### src/rtl/fifo_byte_serializer_pkg.sv
// rtl/fifo_byte_serializer_pkg.sv - shared constants for the FIFO byte/nibble serializer
// Purpose: state encodings and mode constants used by the serializer.
// Ports: none (package).
package fifo_byte_serializer_pkg;

  typedef enum logic [1:0] {
    ST_IDLE    = 2'd0,
    ST_WAIT    = 2'd1,
    ST_HOLD_HI = 2'd2,
    ST_HOLD_LO = 2'd3
  } state_e;

  localparam int unsigned DEF_WIDTH = 8;
  localparam logic        MODE_BYTE = 1'b1;

endpackage

### src/rtl/fifo_byte_serializer.sv
// rtl/fifo_byte_serializer.sv - drains a FIFO read port into byte or nibble beats
// Purpose: reads one word at a time from a FIFO and emits it downstream as one
//   full-width beat (byte mode) or two half-width beats, high half first.
// Ports:
//   clk        - system clock, rising edge
//   reset      - asynchronous active-high reset
//   byte_i     - 1 = one beat per word, 0 = two half-word beats (sampled on capture)
//   fifo_empty - FIFO empty flag
//   fifo_data  - FIFO read data, valid the cycle after fifo_rd_en
//   fifo_rd_en - FIFO read strobe (combinational)
//   out_ready  - downstream accepts the current beat
//   data_o     - beat data; half-word beats are zero-extended
//   data_en    - beat valid
//   start_o    - high with the first beat of each word
module fifo_byte_serializer
  import fifo_byte_serializer_pkg::*;
#(
  parameter int unsigned WIDTH = DEF_WIDTH
) (
  input  logic             clk,
  input  logic             reset,
  input  logic             byte_i,
  input  logic             fifo_empty,
  input  logic [WIDTH-1:0] fifo_data,
  output logic             fifo_rd_en,
  input  logic             out_ready,
  output logic [WIDTH-1:0] data_o,
  output logic             data_en,
  output logic             start_o
);

  localparam int unsigned HALF = WIDTH / 2;

  state_e           state_q;
  logic [WIDTH-1:0] word_q;
  logic             mode_q;
  logic [WIDTH-1:0] data_q;
  logic             data_en_q;
  logic             start_q;
  logic             word_done;

  function automatic logic [WIDTH-1:0] hi_half(input logic [WIDTH-1:0] w);
    return {{HALF{1'b0}}, w[WIDTH-1:HALF]};
  endfunction

  function automatic logic [WIDTH-1:0] lo_half(input logic [WIDTH-1:0] w);
    return {{HALF{1'b0}}, w[HALF-1:0]};
  endfunction

  // Last beat of the current word is being accepted this cycle.
  always_comb begin
    word_done = 1'b0;
    if (out_ready) begin
      case (state_q)
        ST_HOLD_HI: word_done = mode_q;
        ST_HOLD_LO: word_done = 1'b1;
        default:    word_done = 1'b0;
      endcase
    end
  end

  // Reading on the word-done cycle lets the next word be captured without
  // passing through IDLE; reset gates the strobe so no word is lost.
  assign fifo_rd_en = !reset && !fifo_empty && ((state_q == ST_IDLE) || word_done);

  always_ff @(posedge clk or posedge reset) begin
    if (reset) begin
      state_q   <= ST_IDLE;
      word_q    <= '0;
      mode_q    <= MODE_BYTE;
      data_q    <= '0;
      data_en_q <= 1'b0;
      start_q   <= 1'b0;
    end else begin
      case (state_q)
        ST_IDLE: begin
          if (fifo_rd_en) state_q <= ST_WAIT;
        end
        ST_WAIT: begin
          word_q    <= fifo_data;
          mode_q    <= byte_i;
          data_q    <= byte_i ? fifo_data : hi_half(fifo_data);
          data_en_q <= 1'b1;
          start_q   <= 1'b1;
          state_q   <= ST_HOLD_HI;
        end
        ST_HOLD_HI: begin
          if (out_ready) begin
            if (mode_q) begin
              data_en_q <= 1'b0;
              start_q   <= 1'b0;
              state_q   <= fifo_rd_en ? ST_WAIT : ST_IDLE;
            end else begin
              data_q  <= lo_half(word_q);
              start_q <= 1'b0;
              state_q <= ST_HOLD_LO;
            end
          end
        end
        ST_HOLD_LO: begin
          if (out_ready) begin
            data_en_q <= 1'b0;
            start_q   <= 1'b0;
            state_q   <= fifo_rd_en ? ST_WAIT : ST_IDLE;
          end
        end
        default: state_q <= ST_IDLE;
      endcase
    end
  end

  assign data_o  = data_q;
  assign data_en = data_en_q;
  assign start_o = start_q;

endmodule

### config.mk
export PLATFORM = sky130hd
export DESIGN_NAME = fifo_byte_serializer
export DESIGN_NICKNAME = d
export VERILOG_FILES = /design/src/rtl/fifo_byte_serializer_pkg.sv /design/src/rtl/fifo_byte_serializer.sv
export SDC_FILE = /design/constraint.sdc
export NUM_CORES = 1
export LEC_CHECK = 0
export ABC_AREA = 1
export CAP_MARGIN = 25
export CORE_MARGIN = 1.5
export CORE_UTILIZATION = 45
export CTS_BUF_LIST = sky130_fd_sc_hd__clkbuf_16
export DETAILED_ROUTE_END_ITERATION = 6
export PLACE_DENSITY = 0.79
export SETUP_SLACK_MARGIN = 0.4
export SLEW_MARGIN = 20
export SYNTH_ARGS = -nofsm -noshare
export SYNTH_HDL_FRONTEND = slang
export SYNTH_SLANG_ARGS = --single-unit
### constraint.sdc
create_clock -name clk -period 1.3 [get_ports clk]
set_input_delay 0.39 -clock clk [delete_from_list [all_inputs] [get_ports clk]]
set_output_delay 0.39 -clock clk [all_outputs]
set_load 0.05 [all_outputs]
# After elaboration in Yosys (flattened, before gate mapping)
# Index checks and enable logic that the tools add are counted.
op_classes:
  n_bitwise: 0
  shift: 0
  n_mux: 17
  n_eq_ne: 9
  order_cmp: 0
  addsub: 0
  div: 0
  n_reduce_logical: 14
  mul: 0
op_table:
  columns: ["operator", "n"]
  rows:
  - ["two-way mux 8 bit", 3]
  - ["case mux 8 bit (2 select lines)", 1]
  - ["inequality test 2 bit, second input constant", 5]
  - ["two-way mux 2 bit", 4]
  - ["case mux 2 bit (4 select lines)", 1]
  - ["AND reduction 3 bit", 2]
  - ["two-way mux 1 bit", 5]
  - ["equality test 2 bit, second input constant", 2]
  - ["case mux 1 bit (2 select lines)", 2]
  - ["AND reduction 4 bit", 1]
  - ["nonzero test 2 bit", 2]
  - ["case mux 1 bit (3 select lines)", 1]
  - ["nonzero test 3 bit", 1]
  - ["equality test 2 x 1 -> 1 bit, second input constant", 1]
  - ["logical AND 1 bit", 2]
  - ["zero test 1 bit", 2]
  - ["zero test 2 bit", 1]
  - ["inequality test 2 x 1 -> 1 bit, second input constant", 1]
  - ["AND reduction 2 bit", 1]
  - ["OR reduction 2 bit", 1]
  - ["logical OR 1 bit", 1]
totals:
  memories: 0
  reg_bits: 17
  rom_bits: 0
  input_bits: 13
  latchBits: 0
  wordCells: 46
  ramBits: 0

# Logic depth before layout (Yosys ltp)
# Gate-level depths: netlist of the first run.
logic_depth:
  ltp_word: 9
  depth_mapped: 7
  ltp_nobuf: 7

# Worst setup path after synthesis of the first run
# No wires, ideal clock.
synth_timing:
  path_type: "flip-flop to output port"
  startpoint: "register mode_q"
  endpoint: "output fifo_rd_en"
  n_path_buf: 0
  t_arrival_ns: 1.336
  slack_ns: -0.426
  path_stages_with_launch: 5
  cell_sequence: "dfstp_2 inv_1 nand2_1 a21oi_1 nor2_1"
synth_between:
  elab_chain_cells: 4
synth_lines:
  columns: ["element", "line_no", "source"]
  rows:
  - ["start, declared", "fifo_byte_serializer.sv:36", "logic mode_q;"]
  - ["start signal, assigned", "fifo_byte_serializer.sv:81", "mode_q <= byte_i;"]
  - ["case mux 1 bit (2 select lines)", "fifo_byte_serializer.sv:54", "case (state_q)"]
  - ["two-way mux 1 bit", "fifo_byte_serializer.sv:53", "if (out_ready) begin"]
  - ["logical OR 1 bit", "fifo_byte_serializer.sv:64", "assign fifo_rd_en = !reset && !fifo_empty && ((state_q == ST_IDLE) || word_done);"]
  - ["logical AND 1 bit", "fifo_byte_serializer.sv:64", null]
  - ["end, declared", "fifo_byte_serializer.sv:25", "output logic fifo_rd_en,"]
# Every way passes these cells.

# Final worst setup path of the first run
layout_timing:
  startpoint: "register state_q[1]"
  endpoint: "output fifo_rd_en"
layout_between:
  elab_chain_cells: 5
layout_lines:
  columns: ["element", "line_no", "source"]
  rows:
  - ["start, declared", "fifo_byte_serializer.sv:34", "state_e state_q;"]
  - ["start signal, assigned", "fifo_byte_serializer.sv:92", "state_q <= fifo_rd_en ? ST_WAIT : ST_IDLE;"]
  - ["start signal, assigned", "fifo_byte_serializer.sv:104", "state_q <= fifo_rd_en ? ST_WAIT : ST_IDLE;"]
  - ["equality test 2 bit", "fifo_byte_serializer.sv:54", null]
  - ["case mux 1 bit (2 select lines)", "fifo_byte_serializer.sv:54", null]
  - ["two-way mux 1 bit", "fifo_byte_serializer.sv:53", null]
  - ["logical OR 1 bit (*)", "fifo_byte_serializer.sv:64", null]
  - ["logical AND 1 bit (*)", "fifo_byte_serializer.sv:64", null]
# Mark *: on every way between the ends. The rest lies on a longest branch, timed or not.

==> results of run 1 <==
==> what timing repair did <==
action	CTS	global route
gates resized for setup	15	16
setup endpoints to repair	28	28
cloned	0	0
pin swaps	6	11
buffers inserted	11	9
==> metrics by stage <==
stage	instances	area (sq um)	setup WS [ns]	util [%]	hold slack, ns
after floorplan	100	855	-0.0433	-	0.315
after global placement	158	1310	-0.451	76.1	0.461
after detailed placement	158	1310	-0.489	76.1	0.464
after CTS	173	1510	-0.309	87.3	0.312
after global routing	182	1620	-0.378	93.8	0.335
final	182	1620	-0.365	93.8	0.316
==> cells in the mapped netlist, types with 2 or more instances <==
cell type	n	area, sq um
sky130_fd_sc_hd__a21oi_1	3	15.0
sky130_fd_sc_hd__dfrtp_1	16	400
sky130_fd_sc_hd__o211ai_1	4	30.0
sky130_fd_sc_hd__nor2_1	8	30.0
sky130_fd_sc_hd__inv_1	5	18.8
sky130_fd_sc_hd__nand2_1	40	150
sky130_fd_sc_hd__o21ai_0	2	10.0
sky130_fd_sc_hd__nand2_2	5	31.3
sky130_fd_sc_hd__nand3_1	8	40.0
==> logic make-up (layout without fill, tap and decap cells) <==
| logic type | count (synthesis) | in the layout | share of synthesized area (%) |
|---|---|---|---|
| simple gates | 65 | 65 | 36.4 |
| flops | 17 | 17 | 51.7 |
| compound gates | 9 | 9 | 6.68 |
| buf+inv | 9 | 66 | 5.16 |
==> worst max-delay path, stage by stage, from the launching register on <==
cell and delay (ns):
sky130_fd_sc_hd__dfrtp_2 0.45, sky130_fd_sc_hd__nand2_2 0.11, sky130_fd_sc_hd__inv_4 0.05, sky130_fd_sc_hd__a21oi_4 0.20, sky130_fd_sc_hd__nor2_4 0.06, sky130_fd_sc_hd__buf_12 0.14
==> layout make-up <==
type	instances	area [sq um]
clock inverters	1	3.75
repair buffers	53	597
fillers	56	108
multi-input cells	74	425
well taps	25	31.3
flip-flops and latches	17	440
inverters	9	46.3
clock buffers	3	75.1
==> metal layers <==
metal / global-route usage, % / vias up / part of all wire [%]
li1: - / 430 / -
met1: 39.2 / 505 / 32
met2: 50.7 / 109 / 49
met3: 7.94 / 44 / 9.1
met4: 24.6 / 0 / 9.4
met5: 0 / - / 0
==> power groups by stage <==
stage / combinational, mW / sequential (mW) / clock [mW]
after floorplan: 0.783 / 1.54 / 0
after global placement: 2.28 / 1.09 / 0
after detailed placement: 2.33 / 1.11 / 0
after CTS: 2.75 / 1.09 / 0.609
after global routing: 3.41 / 1.15 / 0.648
final: 3.29 / 1.15 / 0.632
==> state kept, by name (all words and copies together) (netlist names) <==
| register | cells |
|---|---|
| state_q | 2 |
| data_en | 1 |
| data_o | 8 |
| start_o | 1 |
| word_q | 4 |
| mode_q | 1 |
==> placed cells by master, fill, tap and decap left out, drive strengths merged <==
master and n:
o211ai 4, o21ai 2, nand2 47, nor2 9, inv 10, dlygate4sd2 3
nand3 8, dfstp 1, clkdlybuf4s50 9, nand4 1, clkbuf 3, a21oi 3
dfrtp 16, buf 41
==> worst max-delay path by stage <==
stage,startpoint,endpoint,slack [ns]
2_1_floorplan,mode_q$_DFFE_PP1N_,fifo_rd_en,-0.04
3_3_place_gp,out_ready,fifo_rd_en,-0.45
3_5_place_dp,out_ready,fifo_rd_en,-0.49
4_1_cts,mode_q$_DFFE_PP1N_,fifo_rd_en,-0.31
5_1_grt,state_q[1]$_DFFE_PP0P_,fifo_rd_en,-0.38
6_report,state_q[1]$_DFFE_PP0P_,fifo_rd_en,-0.37
==> qor_table.md, run 1 <==
| Quantity | Value | Unit |
|:---|:---|:---|
| Number of levels in the clock H-tree | 1 | - |
| Number of hold-repair buffers added at the cts stage | 0 | - |
| Clock Pin Slew Worst Setup and Hold Paths | 0.05 | ns |
| Initial Util | 47.8 | % |
| Tightest Pin Transition | 0.460 | ns |
| Kind of critical path | reg -> out | - |
| Min setup slack post-route | -0.365 | ns |
| Clock period minus final worst setup slack | 1.67 | ns |
| Vias in the first global route | 961 | - |
| Ports placed on the boundary | 24 | - |
| Relative area change from synthesis to final layout | 96.4 | % |
| Total congestion overflow | 0 | - |
| Crit. End Element | output port | - |
| Total via count after detailed routing | 1088 | - |
| Leakage Power | 0.791 | nW |
| Failing checks | negative setup slack | - |
| Number of inserted diodes | 0 | - |
| Antenna-violating nets left | 0 | - |
| Number of buffers inserted by port buffering | 23 | - |
| Warnings from Yosys | 0 | - |
| Number of synthesized flops with an enable pin | 0 | - |
| Core Region | 1730 | sq um |
| Overall Power | 5.07 | mW |
| Synthesized net count | 113 | - |
| Run status | finished, violations left | - |
| TritonCTS Sinks | 17 | - |
| Critical path peak fanout | 3 | - |
| Reg-to-reg critical path endpoint | data_o[6]$_DFFE_PP0P_ | - |
| Detailed-route wire length | 4050 | um |
| CTS tree | done | - |
| Register-to-register path setup slack | -0.28 | ns |
| Pins over their slew limit | 0 | - |
| Die H | 45.8 | um |
| Clock tree root driver cell | sky130_fd_sc_hd__clkbuf_16 | - |
| TritonCTS buffer count | 3 | - |
| Number of detailed-routing iterations run before antenna repair | 4 | - |
| Count of unique library cells instantiated by Yosys | 18 | - |
| Area of the die | 2100 | sq um |
| Setup repair after global routing missed its margin | true | - |
| Global-route total usage across every layer | 32.8 | % |
| Data arrival at the endpoint of the critical path | 1.28 | ns |
| Fraction of layout cells with a size suffix above 1 | 56.7 | % |
| Cell row count | 15 | - |
| Synthesis-stage register bit count | 17 | - |
| Maximum buffer depth of the clock tree | 2 | - |
| Post-detail-place hpwl | 1590 | um |
| Horizontal die dimension | 45.8 | um |
| Layout Nets | 171 | - |
| Nature of the critical path startpoint | flop | - |
| Maximum vdd drop | 2.24 | mV |
| Initial antenna violation count | 0 | - |
| Post-synthesis instance area | 825 | sq um |
| Combinational cell fraction of total power | 64.9 | % |
| Worst slew margin | 69.3 | % |
| Global-route wire length before repair | 4550 | um |
| Max-cap viol count | 0 | - |
| First DRT Iteration DRCs | 76 | - |
| Post-Syn Area per Cell | 8.25 | sq um |
| Top achievable clock speed | 600 | MHz |
| Final-layout setup total negative slack | -3.05 | ns |
| Cell depth of the worst flop-to-flop path | 7 | - |
| Worst clock skew | 0.00335 | ns |
| Average wire per cell in the routed design | 22.3 | um |
| Final setup violation count | 15 | - |
| Final-report hold violation count | 0 | - |
| Power density normalized to cell area | 3130 | nW/um^2 |
| Final estimated routing congestion in global placement | 0.745 | - |
| Sw Ratio | 45.5 | % |
| Sequential power share | 22.6 | % |
| Part of the Yosys area used for sequential elements | 51.7 | % |
| Fraction of registers with async set/reset | 100 | % |
| Critical path data required time | 0.91 | ns |
| Worst r2r src | state_q[0]$_DFFE_PP0P_ | - |
| Internal portion of total power | 2.77 | mW |
| Reported net switching power | 2.31 | mW |
| Final period util | 128 | % |
| Largest net degree at the start of global routing | 18 | - |
| Synthesized instance count | 100 | - |
| Total DRC errors in the routed layout | 0 | - |
| Clock Latency Late Sink | 0.25 | ns |
| Drt via density | 5.98 | - |
| Class of the tightest hold or removal check | in -> async | - |
| Most instantiated flip-flop cell in the synthesis netlist | sky130_fd_sc_hd__dfrtp_1 | - |
| Clock network power share | 12.5 | % |
Note: power is estimated with default switching activity, not from simulation.
==> inputs of run 2 (changes only) <==
--- a/config.mk
+++ b/config.mk
@@ -12,8 +12,8 @@
 export CTS_BUF_LIST = sky130_fd_sc_hd__clkbuf_16
 export DETAILED_ROUTE_END_ITERATION = 6
 export PLACE_DENSITY = 0.79
-export SETUP_SLACK_MARGIN = 0.4
-export SLEW_MARGIN = 20
+export SETUP_SLACK_MARGIN = 0.2
+export SLEW_MARGIN = 10
 export SYNTH_ARGS = -nofsm -noshare
 export SYNTH_HDL_FRONTEND = slang
 export SYNTH_SLANG_ARGS = --single-unit
==> run 2 against run 1 <==
Effect of this change: the flow now stops in global routing (5_1_grt); area after synthesis is the same; synthesized cell count is the same.
==> qor_table.md, run 2 <==
| Quantity | Value | Unit | Change |
|:---|:---|:---|:---|
| Run status | aborted with a tool error | - |  |
| Stage where the flow stopped | global routing (5_1_grt) | - |  |
| Tool error | [ERROR DPL-0033] detailed placement checks failed during check placement. | - |  |
| Cell row count | 15 | - | unchanged |
| Synthesized instance count | 100 | - | unchanged |
| Number of buffers inserted by port buffering | 23 | - | unchanged |
| Share of Yosys cell area claimed by the top area cell type | 48.6 | % | unchanged |
| Most instantiated flip-flop cell in the synthesis netlist | sky130_fd_sc_hd__dfrtp_1 | - |  |
| Ports placed on the boundary | 24 | - | unchanged |
| Horizontal die dimension | 45.8 | um | unchanged |
| Part of the Yosys area used for sequential elements | 51.7 | % | unchanged |
| Initial antenna violation count | 0 | - |  |
| Most frequent cells after synthesis | 40 x sky130_fd_sc_hd__nand2_1, 16 x sky130_fd_sc_hd__dfrtp_1, 8 x sky130_fd_sc_hd__nand3_1, 8 x sky130_fd_sc_hd__nor2_1 | - |  |
| Fraction of registers with async set/reset | 100 | % | unchanged |
| Initial Util | 47.8 | % | unchanged |
| Post-Syn Area per Cell | 8.25 | sq um | unchanged |
| Post-synthesis instance area | 825 | sq um | unchanged |
| TritonCTS buffer count | 3 | - | unchanged |
| Cell type with the highest aggregate area in the netlist | sky130_fd_sc_hd__dfrtp_1 | - |  |
| Combinational family with the most area after synthesis | simple AND/OR/NAND/NOR gates | - |  |
| Multiplexer area fraction after synthesis | 0 | % | unchanged |
| Compound-gate portion of the synthesized area | 6.68 | % | unchanged |
| Warnings from Yosys | 0 | - | unchanged |
| Worst endpoint kind after the last repair | top-level output | - |  |
| Most frequent cell after synthesis | sky130_fd_sc_hd__nand2_1 | - |  |
| Synthesized net count | 113 | - | unchanged |
| Maximum buffer depth of the clock tree | 2 | - | unchanged |
| Post-detail-place hpwl | 1440 | um | -9.7% |
| Simple logic cell fraction of the synthesized area | 36.4 | % | unchanged |
| Clock tree root driver cell | sky130_fd_sc_hd__clkbuf_16 | - |  |
| DP Cell Count | 159 | - | +0.63% |
| Synthesis-stage register bit count | 17 | - | unchanged |
| Count of unique library cells instantiated by Yosys | 18 | - | unchanged |
| Final estimated routing congestion in global placement | 0.795 | - | +6.7% |
| Ranking of synthesized cells by area | sky130_fd_sc_hd__dfrtp_1 49%, sky130_fd_sc_hd__nand2_1 18%, sky130_fd_sc_hd__nand3_1 4.9% | - |  |
| Standard cell area after detailed placement | 1310 | sq um | -0.38% |
| Largest net degree at the start of global routing | 18 | - |  |
| Xor and xnor fraction of the mapped netlist area | 0 | % | unchanged |
| Die H | 45.8 | um | unchanged |
| Number of levels in the clock H-tree | 1 | - | unchanged |
| Final worst endpoint reported by repair_timing after global routing | fifo_rd_en | - |  |
| Number of synthesized flops with an enable pin | 0 | - | unchanged |
| Synthesized-area fraction occupied by adder cells | 0 | % | unchanged |
| TritonCTS Sinks | 17 | - | unchanged |
run 2: timing repair:
| item | 4_1_cts |
|---|---|
| gates resized for setup | 17 |
| setup buffers | 13 |
| pin swaps | 6 |
| hold buffers | 0 |
| setup endpoints to repair | 27 |
run 2: through the flow:
step	setup TNS (ns)	hold slack, ns	worst slack (ns)
floorplan	-0.0433	0.315	-0.0433
global placement	-2.53	0.461	-0.451
detailed placement	-3.22	0.467	-0.517
CTS	-0.583	0.306	-0.325
run 2: cell families after synthesis:
group | count (synthesis)
flops | 17
compound gates | 9
simple gates | 65
buf+inv | 9
==> inputs of run 3 (changes only) <==
--- a/config.mk
+++ b/config.mk
@@ -7,12 +7,10 @@
 export LEC_CHECK = 0
 export ABC_AREA = 1
 export CAP_MARGIN = 25
-export CORE_MARGIN = 1.5
-export CORE_UTILIZATION = 45
-export CTS_BUF_LIST = sky130_fd_sc_hd__clkbuf_16
+export CORE_AREA = 2 2 63 65
 export DETAILED_ROUTE_END_ITERATION = 6
-export PLACE_DENSITY = 0.79
-export SETUP_SLACK_MARGIN = 0.2
+export DIE_AREA = 0 0 65 67
+export PLACE_DENSITY_LB_ADDON = 0.15
 export SLEW_MARGIN = 10
 export SYNTH_ARGS = -nofsm -noshare
 export SYNTH_HDL_FRONTEND = slang
==> run 3 against run 2 <==
Effect of this change: the flow now finishes, with violations (negative setup slack).
==> qor_table.md, run 3 (synthesized netlist as in run 1, its figures left out) <==
| Quantity | Value | Unit | Change |
|:---|:---|:---|:---|
| Class of the tightest hold or removal check | in -> async | - |  |
| Clock Latency Late Sink | 0.25 | ns |  |
| Maximum single-stage delay on the critical path | 0.54 | ns |  |
| Max-cap viol count | 0 | - |  |
| Top achievable clock speed | 621 | MHz |  |
| Final Instance Area | 1430 | sq um |  |
| Max reg flops | 8 | - |  |
| Most common cell after layout, fill and taps aside | sky130_fd_sc_hd__nand2_1 | - |  |
| Final standard cell count with taps included and fillers excluded | 190 | - |  |
| Standard cell area after detailed placement | 1350 | sq um | +3.3% |
| Antenna-violating nets left | 0 | - |  |
| Clock Pin Slew Worst Setup and Hold Paths | 0.07 | ns |  |
| First DRT Iteration DRCs | 22 | - |  |
| Vias in the first global route | 725 | - |  |
| Power density normalized to cell area | 2680 | nW/um^2 |  |
| Number of detailed-routing iterations run before antenna repair | 6 | - |  |
| Total via count after detailed routing | 740 | - |  |
| Pre-CTS setup slack | -0.492 | ns | +0.0249 ns |
| Maximum buffer depth of the clock tree | 2 | - | unchanged |
| Leakage Power | 0.700 | nW |  |
| Maximum vdd drop | 0.570 | mV |  |
| Critical path peak fanout | 2 | - |  |
| Standard cell with the maximum stage delay on the critical path | sky130_fd_sc_hd__dfstp_2 | - |  |
| Dominant delay contributor by cell family on the critical path | flip-flops | - |  |
| Final setup violation count | 1 | - |  |
| Tightest Pin Transition | 0.308 | ns |  |
| Area of the die | 4360 | sq um |  |
| CTS tree | done | - |  |
| Ports placed on the boundary | 24 | - | unchanged |
| Cell row count | 22 | - | +7 |
| Crit. End Element | output port | - |  |
| Clock period minus final worst setup slack | 1.61 | ns |  |
| Layout Nets | 156 | - |  |
| Pins over their slew limit | 0 | - |  |
| Relative area change from synthesis to final layout | 73.0 | % |  |
| DP Cell Count | 184 | - | +16% |
| Initial antenna violation count | 0 | - |  |
| Min setup slack post-route | -0.309 | ns |  |
| Data arrival at the endpoint of the critical path | 1.22 | ns |  |
| TritonCTS Sinks | 17 | - | unchanged |
| Final-layout setup total negative slack | -0.309 | ns |  |
| Total congestion overflow | 0 | - |  |
| Number of levels in the clock H-tree | 1 | - | unchanged |
| Total DRC errors in the routed layout | 0 | - |  |
| Number of inserted filler cells in the final layout | 378 | - |  |
| Drt via density | 3.89 | - |  |
| Horizontal die dimension | 65 | um | +42% |
| Kind of critical path | reg -> out | - |  |
| Fraction of the core area covered by cells at the end of the flow | 39.6 | % |  |
| Number of buffers inserted by port buffering | 23 | - | unchanged |
| Post-detail-place hpwl | 1510 | um | +5.5% |
| Initial Util | 22.9 | % | -25 points |
| Clock tree root driver cell | sky130_fd_sc_hd__clkbuf_8 | - |  |
| Final period util | 124 | % |  |
| Worst slew margin | 79.4 | % |  |
| Largest net degree at the start of global routing | 18 | - |  |
| Global-route total usage across every layer | 9.85 | % |  |
| Global-route wire length before repair | 3170 | um |  |
| Failing checks | negative setup slack | - |  |
| Final estimated routing congestion in global placement | 0.725 | - | -8.8% |
| Most frequent cells in the layout | 38 x sky130_fd_sc_hd__nand2_1, 14 x sky130_fd_sc_hd__dfrtp_1, 14 x sky130_fd_sc_hd__buf_4 | - |  |
| Final-report hold violation count | 0 | - |  |
| Critical path data required time | 0.91 | ns |  |
| Setup repair after global routing missed its margin | true | - |  |
| TritonCTS buffer count | 3 | - | unchanged |
| Die H | 67 | um | +46% |
| Detailed-route wire length | 1950 | um |  |
| Count of buffering cells on the critical path with inverters included | 2 | - |  |
| Average wire per cell in the routed design | 10.3 | um |  |
| Worst clock skew | 0.00584 | ns |  |
| Run status | finished, violations left | - |  |
| Core Region | 3610 | sq um |  |
| Nature of the critical path startpoint | flop | - |  |
| Number of inserted diodes | 0 | - |  |
| Critical path cell sequence | inv_2, nand2_4, a21oi_4, nor2_4, buf_12 | - |  |
| Fraction of layout cells with a size suffix above 1 | 35.9 | % |  |
==> run 3: final timing paths <==
kind / slack [ns] / cells past startpoint / start / to
setup / recovery: -0.31 / 5 / mode_q$_DFFE_PP1N_ / fifo_rd_en
hold / removal: 0.40 / 4 / reset / state_q[1]$_DFFE_PP0P_
setup reg to reg: 0.08 / 6 / state_q[0]$_DFFE_PP0P_ / data_o[1]$_DFFE_PP0P_
hold reg to reg: 0.48 / 2 / word_q[3]$_DFFE_PP0N_ / word_q[3]$_DFFE_PP0N_
max in group asynchronous: 0.69 / 4 / reset / mode_q$_DFFE_PP1N_
min in group clk: 0.48 / 2 / word_q[3]$_DFFE_PP0N_ / word_q[3]$_DFFE_PP0N_
==> run 3: layout make-up <==
cell class,instances,area [sq um],share of cell area (%)
inverter,9,42.5,2.98
multi-input combinational,74,387,27.1
clock inverter,1,5.00,0.351
clock buffer,3,41.3,2.89
tap,48,60.1,4.21
timing repair buffer,38,462,32.4
sequential,17,429,30.1
==> run 3: timing repair <==
action                                  CTS  global route
hold buffers                              0             0
pin swaps                                 3             0
cloned                                    0             0
endpoints found under the setup margin    6             6
resized for setup                         4             3
endpoints found under the hold margin     0             0
buffers inserted                          2             0
==> run 3: metrics by stage <==
step	hold WS (ns)	power (mW)
2_1_floorplan	0.315	2.29
3_3_place_gp	0.459	3.40
3_5_place_dp	0.462	3.40
4_1_cts	0.408	3.83
5_1_grt	0.438	4.08
6_report	0.401	3.82
==> run 3: layer usage <==
metal,share of wire (%),vias up,global-route usage [%]
li1,-,401,-
met1,47,326,12.2
met2,48,11,15.6
met3,3.0,2,1.86
met4,1.7,0,6.38
met5,0,-,0
==> run 3: worst register-to-register path, cell delays in order, from the launching register on <==
cell	delay (ns)
sky130_fd_sc_hd__dfrtp_2	0.44
sky130_fd_sc_hd__nor2_1	0.28
sky130_fd_sc_hd__nand2_4	0.11
sky130_fd_sc_hd__nand2_8	0.11
sky130_fd_sc_hd__inv_6	0.06
sky130_fd_sc_hd__nand2_1	0.06
sky130_fd_sc_hd__nand2_1	0.05
==> run 3: report_power, final <==
part | internal, mW | switching, mW
registers | 0.811 | 0.248
clock network | 0.212 | 0.181
logic | 1.08 | 1.29
total | 2.10 | 1.72
==> inputs of run 4 (changes only) <==
--- a/config.mk
+++ b/config.mk
@@ -7,10 +7,11 @@
 export LEC_CHECK = 0
 export ABC_AREA = 1
 export CAP_MARGIN = 25
-export CORE_AREA = 2 2 63 65
+export CORE_AREA = 3 3 64 66
 export DETAILED_ROUTE_END_ITERATION = 6
-export DIE_AREA = 0 0 65 67
+export DIE_AREA = 0 0 67 69
 export PLACE_DENSITY_LB_ADDON = 0.15
+export SETUP_SLACK_MARGIN = 0.3
 export SLEW_MARGIN = 10
 export SYNTH_ARGS = -nofsm -noshare
 export SYNTH_HDL_FRONTEND = slang
==> run 4 against run 3 <==
Effect of this change: critical path type unchanged; the run still ends with negative setup slack left; register-to-register slack got worse by 0.36 ns; setup slack better by 0.0012 ns; maximum frequency about the same; global-route usage grew 1.9 points; clock skew is 0.0028 ns lower; combinational power increased by 41%; clock power about the same; sequential share of layout area fell by 5.2 points; first-iteration DRC count down 4.5%.
==> qor_table.md, run 4 (synthesized netlist as in run 1, its figures left out) <==
| Quantity | Value | Unit | Change |
|:---|:---|:---|:---|
| Run status | finished, violations left | - |  |
| Failing checks | negative setup slack | - |  |
| Final setup violation count | 17 | - | +16 |
| Final period util | 124 | % | about the same |
| Total DRC errors in the routed layout | 0 | - | unchanged |
| Critical path data required time | 0.91 | ns | about the same |
| Number of hold-repair buffers added at the cts stage | 0 | - | unchanged |
| Class of the tightest hold or removal check | in -> async | - |  |
| Top achievable clock speed | 622 | MHz | about the same |
| Average wire per cell in the routed design | 11.8 | um | +15% |
| Critical path cell sequence | inv_2, nand2_4, a21oi_4, nor2_4, buf_12 | - |  |
| Setup repair after global routing missed its margin | true | - |  |
| Relative area change from synthesis to final layout | 112 | % |  |
| Initial Util | 22.7 | % | -0.17 points |
| Crit. End Element | output port | - |  |
| Clock Latency Late Sink | 0.25 | ns | about the same |
| Vias in the first global route | 906 | - | +25% |
| Drt via density | 4.16 | - | +6.9% |
| Largest net degree at the start of global routing | 18 | - | unchanged |
| Reported net switching power | 2.06 | mW | +20% |
| Most frequent cells in the layout | 28 x sky130_fd_sc_hd__nand2_1, 26 x sky130_fd_sc_hd__buf_4, 13 x sky130_fd_sc_hd__nand2_2 | - |  |
| Fraction of layout cells with a size suffix above 1 | 58.7 | % | +23 points |
| Global-route total usage across every layer | 11.7 | % | +1.9 points |
| Max-cap viol count | 0 | - | unchanged |
| Critical path peak fanout | 2 | - | unchanged |
| Post-detail-place hpwl | 1680 | um | +11% |
| Clock network power share | 8.1 | % | -2.2 points |
| Final standard cell count with taps included and fillers excluded | 215 | - | +13% |
| Ports placed on the boundary | 24 | - | unchanged |
| First DRT Iteration DRCs | 21 | - | -4.5% |
| Number of buffers inserted by port buffering | 23 | - | unchanged |
| Nature of the critical path startpoint | flop | - |  |
| Kind of critical path | reg -> out | - |  |
| DP Cell Count | 184 | - | unchanged |
| Standard cell with the maximum stage delay on the critical path | sky130_fd_sc_hd__dfstp_2 | - |  |
| Total congestion overflow | 0 | - | unchanged |
| Clock tree root driver cell | sky130_fd_sc_hd__clkbuf_8 | - |  |
| Cell depth of the worst flop-to-flop path | 12 | - | +6 |
| TritonCTS buffer count | 3 | - | unchanged |
| Data arrival at the endpoint of the critical path | 1.22 | ns | about the same |
| TritonCTS Sinks | 17 | - | unchanged |
| Maximum vdd drop | 0.849 | mV | +49% |
| Internal portion of total power | 2.77 | mW | +32% |
| Pins over their slew limit | 0 | - | unchanged |
| Horizontal die dimension | 67 | um | +3.1% |
| Combinational cell fraction of total power | 69.4 | % | +7.4 points |
| Leakage Power | 0.858 | nW | +22% |
| Maximum single-stage delay on the critical path | 0.54 | ns | about the same |
| Min setup slack post-route | -0.308 | ns | +0.00119 ns |
| Final-report hold violation count | 0 | - | unchanged |
| Antenna-violating nets left | 0 | - | unchanged |
| Tightest Pin Transition | 0.310 | ns | +0.00185 ns |
| Met1 capacity usage during global routing | 13.7 | % | +1.5 points |
| Max reg flops | 8 | - | unchanged |
| Maximum buffer depth of the clock tree | 2 | - | unchanged |
| Number of levels in the clock H-tree | 1 | - | unchanged |
| Power density normalized to cell area | 2770 | nW/um^2 | +3.3% |
| Initial antenna violation count | 0 | - | unchanged |
| Final estimated routing congestion in global placement | 0.871 | - | +20% |
| CTS tree | done | - |  |
| Number of inserted diodes | 0 | - | unchanged |
| Most common cell after layout, fill and taps aside | sky130_fd_sc_hd__nand2_1 | - |  |
| Die H | 69 | um | +3.0% |
| Sw Ratio | 42.6 | % | -2.3 points |
| Total via count after detailed routing | 895 | - | +21% |
| Detailed-route wire length | 2550 | um | +30% |
| Pre-CTS setup slack | -0.488 | ns | +0.00386 ns |
| Met2 global-route usage | 20.2 | % | +4.6 points |
| Sequential power share | 22.5 | % | -5.2 points |
| Number of detailed-routing iterations run before antenna repair | 4 | - | -2 |
| Clock period minus final worst setup slack | 1.61 | ns | -0.00119 ns |
| Cell row count | 22 | - | unchanged |
| Worst slew margin | 79.3 | % | about the same |
| Worst clock skew | 0.00300 | ns | -0.00284 ns |
| Core Region | 3630 | sq um | +0.76% |
| Clock Pin Slew Worst Setup and Hold Paths | 0.07 | ns | about the same |
| Number of inserted filler cells in the final layout | 353 | - | -6.6% |
| Most crowded layer after global routing | met2 | - |  |
| Area of the die | 4620 | sq um | +6.2% |
| Layout Nets | 181 | - | +16% |
| Met3 capacity usage during global routing | 2.12 | % | +0.26 points |
| Global-route wire length before repair | 4150 | um | +31% |
==> run 4: layer usage <==
layer / up-vias / share of wire, %
met4: 0 / 1.7
met1: 417 / 41
met2: 16 / 54
met3: 4 / 2.7
li1: 458 / -
met5: - / 0
==> run 4: path summary, 6_finish.rpt <==
check | startpoint | to | slack (ns)
setup reg to reg | mode_q$_DFFE_PP1N_ | data_o[0]$_DFFE_PP0P_ | -0.28
hold reg to reg | word_q[0]$_DFFE_PP0N_ | word_q[0]$_DFFE_PP0N_ | 0.50
min in group clk | word_q[0]$_DFFE_PP0N_ | word_q[0]$_DFFE_PP0N_ | 0.50
setup / recovery | mode_q$_DFFE_PP1N_ | fifo_rd_en | -0.31
max in group asynchronous | reset | mode_q$_DFFE_PP1N_ | 0.86
hold / removal | reset | data_o[7]$_DFFE_PP0P_ | 0.24
==> run 4: timing repair <==
item                       4_1_cts  5_1_grt
resized for setup               26       22
gates cloned                     1        0
setup endpoints to repair       28       28
setup buffers                   18        8
pin swaps                       14       12
==> run 4: final cells by class <==
type                    instances  area (sq um)  area share, %
inverters                       9          48.8           2.80
repair buffers                 62           692           39.6
multi-input cells              75           464           26.6
well taps                      48          60.1           3.44
flip-flops and latches         17           434           24.9
clock buffers                   3          41.3           2.37
clock inverters                 1          5.00          0.287
==> run 4: metrics by stage <==
stage	instance area, sq um	setup TNS [ns]	hold slack (ns)	power, mW	util [%]
after floorplan	847	-0.0433	0.315	2.30	-
final	1750	-3.18	0.238	4.83	48.0
after CTS	1620	-2.76	0.245	4.45	44.5
after detailed placement	1360	-2.77	0.474	3.44	37.4
after global routing	1750	-4.27	0.250	5.13	48.0
after global placement	1360	-2.65	0.466	3.41	37.4
==> run 4: power by group through the flow <==
stage	clock [mW]	sequential, mW	combinational (mW)
after floorplan	0	1.52	0.783
after global placement	0	1.08	2.33
after detailed placement	0	1.09	2.36
after CTS	0.398	1.07	2.98
after global routing	0.417	1.13	3.58
final	0.393	1.09	3.35
==> run 4: worst max-delay path: cells and delay by family (launching register included) <==
| kind | cells | cell delay [ns] |
|---|---|---|
| compound gates | 1 | 0.06 |
| buf+inv | 2 | 0.19 |
| flops | 1 | 0.54 |
| simple gates | 2 | 0.16 |
